[config.mk]
export PLATFORM = sky130hd
export DESIGN_NAME = button_debounce_counter
export DESIGN_NICKNAME = d
export VERILOG_FILES = /design/src/rtl/button_debounce_counter.sv
export SDC_FILE = /design/constraint.sdc
export NUM_CORES = 1
export LEC_CHECK = 0
export ABC_AREA = 1
export CAP_MARGIN = 20
export CORE_AREA = 2 2 40 57
export CTS_CLUSTER_DIAMETER = 60
export CTS_CLUSTER_SIZE = 40
export DETAILED_ROUTE_END_ITERATION = 10
export DIE_AREA = 0 0 42 59
export GPL_TIMING_DRIVEN = 0
export HOLD_SLACK_MARGIN = 0.02
export PLACE_DENSITY_LB_ADDON = 0.3
export SETUP_SLACK_MARGIN = 0.1
export SYNTH_ARGS = -nofsm -noshare
export SYNTH_HDL_FRONTEND = slang
export SYNTH_SLANG_ARGS = --single-unit
[constraint.sdc]
create_clock -name clock -period 3.2 [get_ports clock]
set_input_delay 0.64 -clock clock [delete_from_list [all_inputs] [get_ports clock]]
set_output_delay 0.64 -clock clock [all_outputs]
set_load 0.01 [all_outputs]
[src/rtl/button_debounce_counter.sv]
// N-channel button front end: 2-flop sync, debounce, press-edge pulse, shared press counter on the LEDs.
// Define HOLD_REPEAT_EN to emit auto-repeat press pulses every REPEAT_CYCLES while a button is held.
module button_debounce_counter #(
   parameter int NUM_BUTTONS     = 2,
   parameter int DEBOUNCE_CYCLES = 16,
   parameter int COUNT_WIDTH     = 6,
   parameter int REPEAT_CYCLES   = 64
) (
   input  logic                   clock,
   input  logic                   reset_n,
   input  logic [NUM_BUTTONS-1:0] buttons,
   input  logic                   saturate,
   input  logic                   clearCount,
   output logic [NUM_BUTTONS-1:0] stable,
   output logic [NUM_BUTTONS-1:0] pressPulse,
   output logic [COUNT_WIDTH-1:0] leds,
   output logic                   testButton
);

   localparam int              DB_W    = $clog2(DEBOUNCE_CYCLES + 1);
   localparam logic [DB_W-1:0] DB_LAST = DB_W'(DEBOUNCE_CYCLES - 1);
   localparam int              SUM_W   = COUNT_WIDTH + 4;
   localparam int              INC_W   = $clog2(NUM_BUTTONS + 1);

   genvar gi;

   // Elaboration-time guards on the legal parameter ranges.
   generate
      if (NUM_BUTTONS < 1 || NUM_BUTTONS > 8) begin : g_bad_num_buttons
         $error("button_debounce_counter: NUM_BUTTONS must be within 1..8");
      end
      if (DEBOUNCE_CYCLES < 2) begin : g_bad_debounce
         $error("button_debounce_counter: DEBOUNCE_CYCLES must be at least 2");
      end
      if (REPEAT_CYCLES < 2) begin : g_bad_repeat
         $error("button_debounce_counter: REPEAT_CYCLES must be at least 2");
      end
   endgenerate

   generate
      for (gi = 0; gi < NUM_BUTTONS; gi++) begin : g_chan
         logic            sync1_reg;
         logic            sync2_reg;
         logic            stable_reg;
         logic            stable_next;
         logic            pulse_reg;
         logic            pulse_next;
         logic            repeat_fire;
         logic [DB_W-1:0] db_cnt_reg;
         logic [DB_W-1:0] db_cnt_next;

         // A differing level must survive DEBOUNCE_CYCLES consecutive samples; any bounce restarts.
         always_comb begin
            stable_next = stable_reg;
            db_cnt_next = '0;
            if (sync2_reg != stable_reg) begin
               if (db_cnt_reg == DB_LAST) begin
                  stable_next = sync2_reg;
               end else begin
                  db_cnt_next = db_cnt_reg + 1'b1;
               end
            end
         end

`ifdef HOLD_REPEAT_EN
         localparam int              RP_W    = $clog2(REPEAT_CYCLES + 1);
         localparam logic [RP_W-1:0] RP_LAST = RP_W'(REPEAT_CYCLES - 1);

         logic [RP_W-1:0] rp_cnt_reg;
         logic [RP_W-1:0] rp_cnt_next;

         // Clearing on the firing edge keeps repeats exactly REPEAT_CYCLES apart from the press pulse.
         always_comb begin
            rp_cnt_next = '0;
            repeat_fire = 1'b0;
            if (stable_reg) begin
               if (rp_cnt_reg == RP_LAST) begin
                  repeat_fire = 1'b1;
               end else begin
                  rp_cnt_next = rp_cnt_reg + 1'b1;
               end
            end
         end

         always_ff @(posedge clock or negedge reset_n) begin
            if (!reset_n) begin
               rp_cnt_reg <= '0;
            end else begin
               rp_cnt_reg <= rp_cnt_next;
            end
         end
`else
         assign repeat_fire = 1'b0;
`endif

         assign pulse_next = (stable_next & ~stable_reg) | repeat_fire;

         always_ff @(posedge clock or negedge reset_n) begin
            if (!reset_n) begin
               sync1_reg  <= 1'b0;
               sync2_reg  <= 1'b0;
               stable_reg <= 1'b0;
               pulse_reg  <= 1'b0;
               db_cnt_reg <= '0;
            end else begin
               sync1_reg  <= buttons[gi];
               sync2_reg  <= sync1_reg;
               stable_reg <= stable_next;
               pulse_reg  <= pulse_next;
               db_cnt_reg <= db_cnt_next;
            end
         end

         assign stable[gi]     = stable_reg;
         assign pressPulse[gi] = pulse_reg;
      end
   endgenerate

   logic [INC_W-1:0]       inc;
   logic [SUM_W-1:0]       sum;
   logic [COUNT_WIDTH-1:0] leds_reg;
   logic [COUNT_WIDTH-1:0] leds_next;

   always_comb begin
      inc = '0;
      for (int i = 0; i < NUM_BUTTONS; i++) begin
         inc = inc + INC_W'(pressPulse[i]);
      end
   end

   // Wide sum exposes overflow above the LED range before wrapping or clamping.
   always_comb begin
      sum = SUM_W'(leds_reg) + SUM_W'(inc);
      if (clearCount) begin
         leds_next = '0;
      end else if (saturate && (|sum[SUM_W-1:COUNT_WIDTH])) begin
         leds_next = '1;
      end else begin
         leds_next = sum[COUNT_WIDTH-1:0];
      end
   end

   always_ff @(posedge clock or negedge reset_n) begin
      if (!reset_n) begin
         leds_reg <= '0;
      end else begin
         leds_reg <= leds_next;
      end
   end

   assign leds       = leds_reg;
   assign testButton = stable[0];

endmodule

==> results of run 1 <==
[cell usage after synthesis (all sizes together) (2+ instances only)]
library cell / n
a21oi: 5
a31oi: 2
buf: 4
dfrtp: 24
ha: 3
inv: 16
nand2: 16
nand2b: 2
nand3: 4
nor2: 15
nor3: 4
nor3b: 2
o21ai: 3
xnor2: 2
xor2: 2
[power by group]
part / internal (uW) / total [uW] / switching [uW]
logic: 15.0 / 30.2 / 15.2
registers: 312 / 318 / 5.82
clock network: 69.4 / 151 / 81.9
[layer usage]
layer | wire [um] | part of all wire, %
met2 | 837 | 51
met1 | 679 | 42
met4 | 31 | 1.9
met5 | 0 | 0
met3 | 87 | 5.3
[cell families after synthesis]
| group | after synthesis |
|---|---|
| adder cells (fa/ha/maj) | 4 |
| AO/OA/AOI/OAI | 10 |
| XOR/XNOR | 4 |
| buffers and inverters | 20 |
| flip-flops | 24 |
| AND/OR/NAND/NOR | 44 |
[layout make-up]
type | instances | area [um^2] | area share [%]
Buffer | 4 | 30.0 | 2.35
Clock buffer | 4 | 36.3 | 2.84
Inverter | 16 | 60.1 | 4.70
Multi-Input combinational cell | 62 | 340 | 26.6
Sequential cell | 24 | 601 | 47.0
Tap cell | 21 | 26.3 | 2.05
Timing Repair Buffer | 17 | 185 | 14.5
[stage by stage]
| step | hold slack (ns) | cell area [um^2] | util (%) |
|---|---|---|---|
| 2_1_floorplan | 0.331 | 1030 | - |
| 3_3_place_gp | 0.337 | 1220 | 63.2 |
| 3_5_place_dp | 0.345 | 1220 | 63.2 |
| 4_1_cts | 0.373 | 1250 | 65.1 |
| 5_1_grt | 0.382 | 1280 | 66.4 |
| 6_report | 0.368 | 1280 | 66.4 |
[how the worst max path moves through the flow]
stage | from | to
after floorplan | leds[0] | leds[5]
after detailed placement | reset_n | leds[4]
final | testButton | stable[0]
after global routing | testButton | stable[0]
after CTS | testButton | stable[0]
after global placement | reset_n | leds[4]
[cell usage in the layout (no fill, tap or decap), types with 3 or more instances in the layout]
| cell type | instances |
|---|---|
| a21oi_1 | 5 |
| buf_4 | 4 |
| clkbuf_4 | 3 |
| clkdlybuf4s50_1 | 16 |
| dfrtp_1 | 24 |
| ha_1 | 3 |
| inv_1 | 14 |
| nand2_1 | 15 |
| nand3_1 | 4 |
| nor2_1 | 14 |
| nor3_1 | 4 |
==> results.json, run 1 <==
{
  "status": "complete, no violations",
  "synth_xor_area_share_pct": 3.40,
  "postCtsSetupBuffers": 0,
  "largest_reg_flops": 10,
  "yosys.area_share.adder_pct": 5.58,
  "yosys.area.top_type": "dfrtp_1",
  "synth-compound-area-share_pct": 5.10,
  "drv_slew": 0,
  "r2r_start": "leds[0]",
  "drtPass1Iterations": 4,
  "crit_chain": "buf_4, clkdlybuf4s50_1",
  "criticalPathCategory": "reg2out",
  "synth_edf_count": 0,
  "core-area_mm2": 0.00193,
  "hold_viol_final": 0,
  "drc_errors": 0,
  "dieArea_mm2": 0.00248,
  "timing.final.crit_share_pct": 64.0,
  "worstPathBufferInverterCount": 2,
  "power.density_mw_per_mm2": 390,
  "drt-total-wl_um": 1640,
  "arrival_ns": 1.41,
  "dp_slack_ns": 1.29,
  "worstPathRequired_ns": 2.56,
  "drt_iter0_drc": 10,
  "fillCellCount": 144,
  "period_needed_ns": 2.05,
  "syn_inst": 106,
  "use_met1_pct": 17.7,
  "worstSkewPairLatency_ns": 0.30,
  "grt_pass1_wl_um": 3200,
  "hp-start": "g_chan[1].sync1_reg",
  "grt_max_degree": 25,
  "synthTopCellsByArea": "dfrtp_1 (58%), nand2_1 (5.5%), inv_1 (5.1%), nor2_1 (5.1%), ha_1 (3.6%)",
  "worst_slack_ns": 1.15,
  "slew_headroom_pct": 79.6,
  "maxCapViolCount": 0,
  "synthSimpleGateAreaFrac_pct": 18.9,
  "final-setup-viol-count": 0,
  "htreeDepth": 1,
  "clk_pin_slew_worst_paths_ns": 0.12,
  "post_synth_num_cell_types": 21,
  "drt-vias-per-instance": 5.06,
  "hold_buffers": 0,
  "syn_area_mm2": 0.00103,
  "power_uw": 499,
  "peakVddDrop_mv": 0.343,
  "antenna_found_initial": 0,
  "grt_use_met3_pct": 3.66,
  "avgRoutedWirePerCell_um": 11.1,
  "grt_use_total_pct": 17.0,
  "ys_seq_area_share_pct": 58.3,
  "slowest_stage": "clkdlybuf4s50_1",
  "yosysTopAreaCellShare_pct": 58.3,
  "leakage_uw": 0.000587,
  "die_x_um": 42,
  "areaGrowthSynthToFinish_pct": 24.0,
  "drive_above_1_share_pct": 11.0,
  "synth_nets": 116,
  "dpl.hpwl_um": 1250,
  "ys.flop_type": "dfrtp_1",
  "vias": 749,
  "hold_end": "g_chan[1].sync2_reg",
  "hp-class": "reg2reg",
  "clockBufferDepth": 2,
  "rrSetupSlack_ns": 1.56,
  "async_reset_ff_share_pct": 100,
  "final_nets": 138,
  "cp_top_family": "buffers and inverters",
  "io_buffer_count": 16,
  "cts_resized": 0,
  "max_freq_mhz": 489,
  "ant_nets": 0,
  "start_util_pct": 53.5,
  "critPathMaxStageDelay_ns": 0.52,
  "cts_tree": "yes",
  "die_h_um": 59,
  "cp_num_cells": 2,
  "setup.worst_path.end_class": "output port",
  "busiest_layer": "met2",
  "placed_cells": 143,
  "overflow": 0,
  "synth.mux.area_fraction_pct": 0,
  "synth_warnings": 0,
  "critPathLaunchType": "flop",
  "final_cell_count_no_fill": 148,
  "synth_top_family_by_area": "simple AND/OR/NAND/NOR gates",
  "rsz0062_at_grt": "false",
  "io_pins": 17,
  "reg2reg_depth": 8,
  "synth.avg_cell_area_um2": 9.73,
  "yosys_register_bits": 24,
  "cts_buffers": 3,
  "tightest_slew_ns": 0.304,
  "gp_routability_congestion": 0.822,
  "root_buffer": "clkbuf_4",
  "r2r_end": "leds[5]",
  "antennaDiodeCount": 0,
  "std_cell_rows": 19,
  "first_global_vias": 816,
  "met2_usage_pct": 32.6,
  "clock-sinks": 24,
  "path_max_fanout": 5,
  "skew_ns": 0.00154,
  "setup_tns_ns": 0,
  "whs_path_depth": 0
}
Power figures use the tool's default switching activity.
==> run 2: changes to the inputs <==
CORE_AREA = 2 2 44 62   (was 2 2 40 57)
DIE_AREA = 0 0 46 64   (was 0 0 42 59)
clock period = 1.8 ns   (was 3.2 ns; I/O delays follow)
==> run 2 against run 1 <==
Net effect: core utilization shrank 9.4 points; design area grew 5.5%; total power grew 80%; register-to-register slack lost 1.3 ns; first-iteration DRC count shrank 50%; hold slack lost 0.10 ns; die area grew 19%; cell count grew 6.1%; sequential share of layout area shrank 2.4 points; critical path depth shrank 1; highest routed layer unchanged.
==> results.json, run 2 (synthesis gave the netlist of run 1 again) <==
{
  "clock-sinks": 24,
  "hold_ws_ns": 0.265,
  "drtPass1Iterations": 4,
  "pwr-share-comb_pct": 6.3,
  "die_x_um": 46,
  "netSwitchingFraction_pct": 21.4,
  "timing.final.crit_share_pct": 90.8,
  "grt_max_degree": 25,
  "hold_viol_final": 0,
  "hp-class": "in2async",
  "root_buffer": "clkbuf_4",
  "crit_chain": "clkdlybuf4s50_1",
  "gp_routability_congestion": 0.771,
  "layout.cells.most_common": "dfrtp_1",
  "final_core_util_pct": 57.0,
  "tightest_slew_ns": 0.311,
  "antenna_found_initial": 0,
  "final_area_mm2": 0.00135,
  "drc_errors": 0,
  "reg2reg_depth": 8,
  "dieArea_mm2": 0.00294,
  "final-setup-viol-count": 0,
  "peakVddDrop_mv": 0.564,
  "cts_tree": "yes",
  "final_nets": 145,
  "io_pins": 17,
  "clockBufferDepth": 2,
  "overflow": 0,
  "power_frac_clock_pct": 31.0,
  "core-area_mm2": 0.00236,
  "dpl.hpwl_um": 1230,
  "arrival_ns": 1.27,
  "first_global_vias": 751,
  "worstPathBufferInverterCount": 1,
  "worstPathRequired_ns": 1.44,
  "p_seq_share_pct": 62.8,
  "p_sw_uw": 193,
  "cp_top_family": "buffers and inverters",
  "leakage_uw": 0.000698,
  "std_cell_rows": 21,
  "setup_tns_ns": 0,
  "max_freq_mhz": 612,
  "worstSkewPairLatency_ns": 0.31,
  "vias": 750,
  "slowest_stage": "clkdlybuf4s50_1",
  "critPathMaxStageDelay_ns": 0.55,
  "internal_power_uw": 706,
  "skew_ns": 0.0104,
  "critPathLaunchType": "flop",
  "placed_area_mm2": 0.00122,
  "die_h_um": 64,
  "maxCapViolCount": 0,
  "drv_slew": 0,
  "path_max_fanout": 3,
  "io_buffer_count": 16,
  "period_needed_ns": 1.63,
  "ant_nets": 0,
  "drt_iter0_drc": 5,
  "htreeDepth": 1,
  "clk_pin_slew_worst_paths_ns": 0.13,
  "slew_headroom_pct": 79.1,
  "drive_above_1_share_pct": 16.4,
  "status": "complete, no violations",
  "final_cell_mix": "dfrtp_1 (24), nand2_1 (15), inv_1 (14), nor2_1 (14), clkdlybuf4s50_1 (12)",
  "start_util_pct": 43.6,
  "cts_buffers": 3,
  "antennaDiodeCount": 0,
  "drt-vias-per-instance": 4.78,
  "cp_num_cells": 1,
  "areaGrowthSynthToFinish_pct": 30.8,
  "largest_reg_flops": 10,
  "drt-total-wl_um": 1680,
  "setup.worst_path.end_class": "output port",
  "rsz0062_at_grt": "false",
  "power.density_mw_per_mm2": 666,
  "criticalPathCategory": "reg2out",
  "grt_pass1_wl_um": 2970,
  "hold_buffers": 0,
  "avgRoutedWirePerCell_um": 10.7,
  "grt_use_total_pct": 13.7
}
## run 2: final timing paths
| kind | endpoint | start | slack (ns) |
|---|---|---|---|
| worst max-delay path | testButton | testButton | 0.17 |
| worst min-delay path | leds[2] | reset_n | 0.26 |
| worst max register to register | leds[5] | leds[0] | 0.26 |
| worst min register to register | g_chan[1].sync2_reg | g_chan[1].sync1_reg | 0.36 |
| max in group asynchronous | g_chan[1].sync1_reg | reset_n | 1.16 |
| min in group clock | g_chan[1].sync2_reg | g_chan[1].sync1_reg | 0.36 |
## run 2: area by class of cell
class	instances	area (um^2)
repair buffers	24	250
well taps	23	28.8
flip-flops and latches	24	601
fillers	206	1020
inverters	16	60.1
multi-input cells	62	343
clock buffers	4	36.3
plain buffers	4	30.0
## run 2: power groups by stage
stage / Sequential (uW) / Clock, uW / Combinational [uW]
after global routing: 566 / 316 / 65.7
after detailed placement: 575 / 0 / 50.7
after floorplan: 572 / 0 / 21.9
final: 564 / 278 / 56.5
after CTS: 564 / 283 / 51.0
after global placement: 573 / 0 / 47.4
## run 2: repair_timing
item / in CTS / in global routing
setup endpoints to repair: 3 / 8
resized for setup: 0 / 5
buffers inserted: 2 / 5
## run 2: metal layers
metal	vias to the layer above	track usage, %	part of all wire (%)
met5	-	0	0
met4	0	7.50	2.8
met3	5	1.98	4.4
met2	20	23.1	49
met1	340	15.7	43
li1	385	-	-
## run 2: metrics by stage
stage	cells	power, uW	worst slack, ns
floorplan	106	594	0.272
global placement	145	620	0.170
detailed placement	145	625	0.128
CTS	151	898	0.0811
global route	157	948	0.102
finish	157	898	0.166
==> run 3: changes to the inputs <==
CORE_AREA = 2 2 41 59   (was 2 2 44 62)
DIE_AREA = 0 0 43 61   (was 0 0 46 64)
clock period = 1.58 ns   (was 1.8 ns; I/O delays follow)
==> run 3 against run 2 <==
Net effect: the run now ends with negative setup slack left; setup slack worse by 0.18 ns; critical path type is now reg2reg; global-route usage up 2.5 points; critical path depth up 8; hold slack better by 0.034 ns; non-clock buffer count up 5; sequential share of layout area down 2.0 points; clock skew down 0.0047 ns.
==> results.json, run 3 (synthesis gave the netlist of run 1 again) <==
{
  "final_cell_mix": "dfrtp_1 (24), buf_4 (16), nand2_1 (15), inv_1 (14), nor2_1 (14)",
  "avgRoutedWirePerCell_um": 12.0,
  "setup.worst_path.start": "g_chan[0].pulse_reg",
  "overflow": 0,
  "violations": "negative setup slack",
  "drtPass1Iterations": 4,
  "criticalPathCategory": "reg2reg",
  "std_cell_rows": 20,
  "drv_slew": 0,
  "vias": 813,
  "final_area_mm2": 0.00141,
  "clockBufferDepth": 2,
  "timing.final.crit_share_pct": 101,
  "hp-class": "in2async",
  "hold_viol_final": 0,
  "final_nets": 150,
  "worst_slack_ns": -0.0100,
  "worstSkewPairLatency_ns": 0.31,
  "clk_pin_slew_worst_paths_ns": 0.13,
  "die_x_um": 43,
  "max_freq_mhz": 629,
  "setup.worst_path.end_class": "flop",
  "worstPathRequired_ns": 1.79,
  "antenna_found_initial": 0,
  "r2r_start": "g_chan[0].pulse_reg",
  "dieArea_mm2": 0.00262,
  "maxCapViolCount": 0,
  "cts_tree": "yes",
  "slew_headroom_pct": 70.1,
  "die_h_um": 61,
  "final-setup-viol-count": 1,
  "fillCellCount": 163,
  "drt-vias-per-instance": 5.05,
  "dpl.hpwl_um": 1260,
  "status": "finished with violations",
  "power.density_mw_per_mm2": 807,
  "grt_use_total_pct": 16.2,
  "io_pins": 17,
  "drt-total-wl_um": 1930,
  "grt_max_degree": 25,
  "areaGrowthSynthToFinish_pct": 37.1,
  "drc_errors": 0,
  "gp_routability_congestion": 0.764,
  "drt_iter0_drc": 17,
  "start_util_pct": 49.0,
  "largest_reg_flops": 10,
  "drive_above_1_share_pct": 22.3,
  "arrival_ns": 1.80,
  "io_buffer_count": 16,
  "first_global_vias": 772,
  "grt_pass1_wl_um": 3110,
  "peakVddDrop_mv": 0.767,
  "hold_ws_ns": 0.298,
  "skew_ns": 0.00572,
  "cts_buffers": 3,
  "core-area_mm2": 0.00210,
  "antennaDiodeCount": 0,
  "rsz0062_at_grt": "true",
  "critPathLaunchType": "flop",
  "clock-sinks": 24,
  "leakage_uw": 0.000707,
  "htreeDepth": 1,
  "layout.cells.most_common": "dfrtp_1",
  "root_buffer": "clkbuf_4",
  "tightest_slew_ns": 0.447,
  "path_max_fanout": 3,
  "period_needed_ns": 1.59,
  "ant_nets": 0,
  "placed_area_mm2": 0.00122
}
## run 3: final timing paths
| check | to | slack, ns | cells past startpoint |
|---|---|---|---|
| max in group asynchronous | g_chan[1].pulse_reg | 0.85 | 2 |
| max | leds[5] | -0.01 | 9 |
| min in group clock | g_chan[1].sync2_reg | 0.37 | 0 |
| max reg2reg | leds[5] | -0.01 | 9 |
| min | leds[4] | 0.30 | 1 |
| min reg2reg | g_chan[1].sync2_reg | 0.37 | 0 |
## run 3: metal layers
metal	track usage (%)	up-vias	part of all wire [%]	wire length, um
li1	-	396	-	-
met4	8.23	0	3.3	63
met5	0	-	0	0
met2	29.9	23	54	1050
met1	18.3	386	39	749
met3	2.08	8	3.5	68
## run 3: critical path, cell delays in order, from the launching register on
cell	delay [ns]
dfrtp_1	0.41
buf_6	0.12
fa_2	0.39
ha_4	0.18
inv_4	0.06
nor2_4	0.04
nand2_2	0.09
nand2_1	0.06
nor2_1	0.10
nor2_1	0.04
## run 3: per-stage QoR
step	instances	worst slack (ns)	utilization [%]	setup TNS, ns	total power [uW]
final	161	-0.0100	67.3	-0.0100	1140
after global routing	161	-0.0829	67.3	-0.289	1180
after global placement	144	-0.0293	58.1	-0.686	707
after detailed placement	144	-0.0385	58.1	-0.904	711
after CTS	157	-0.00446	64.4	-0.00446	1140
after floorplan	106	0.110	-	0	677
## run 3: where the power goes
| group | total [uW] | internal [uW] | leakage (uW) | switching [uW] |
|---|---|---|---|---|
| Combinational | 63.6 | 31.3 | 0.000358 | 32.3 |
| Sequential | 643 | 631 | 0.000321 | 11.5 |
| Clock | 435 | 256 | 0.0000279 | 178 |
## run 3: area by class of cell
type                       count  area (um^2)  area share (%)
sequential                    24          601            42.5
multi-input combinational     62          360            25.5
tap                           22         27.5            1.95
inverter                      16         62.6            4.42
buffer                         4         30.0            2.12
timing repair buffer          29          280            19.8
clock inverter                 1         30.0            2.12
clock buffer                   3         22.5            1.59
## run 3: repair_timing
item | CTS | global route
resized for setup | 16 | 4
pin swaps | 2 | 6
hold buffers | 0 | 0
buffers inserted | 9 | 3
endpoints found under the setup margin | 14 | 6
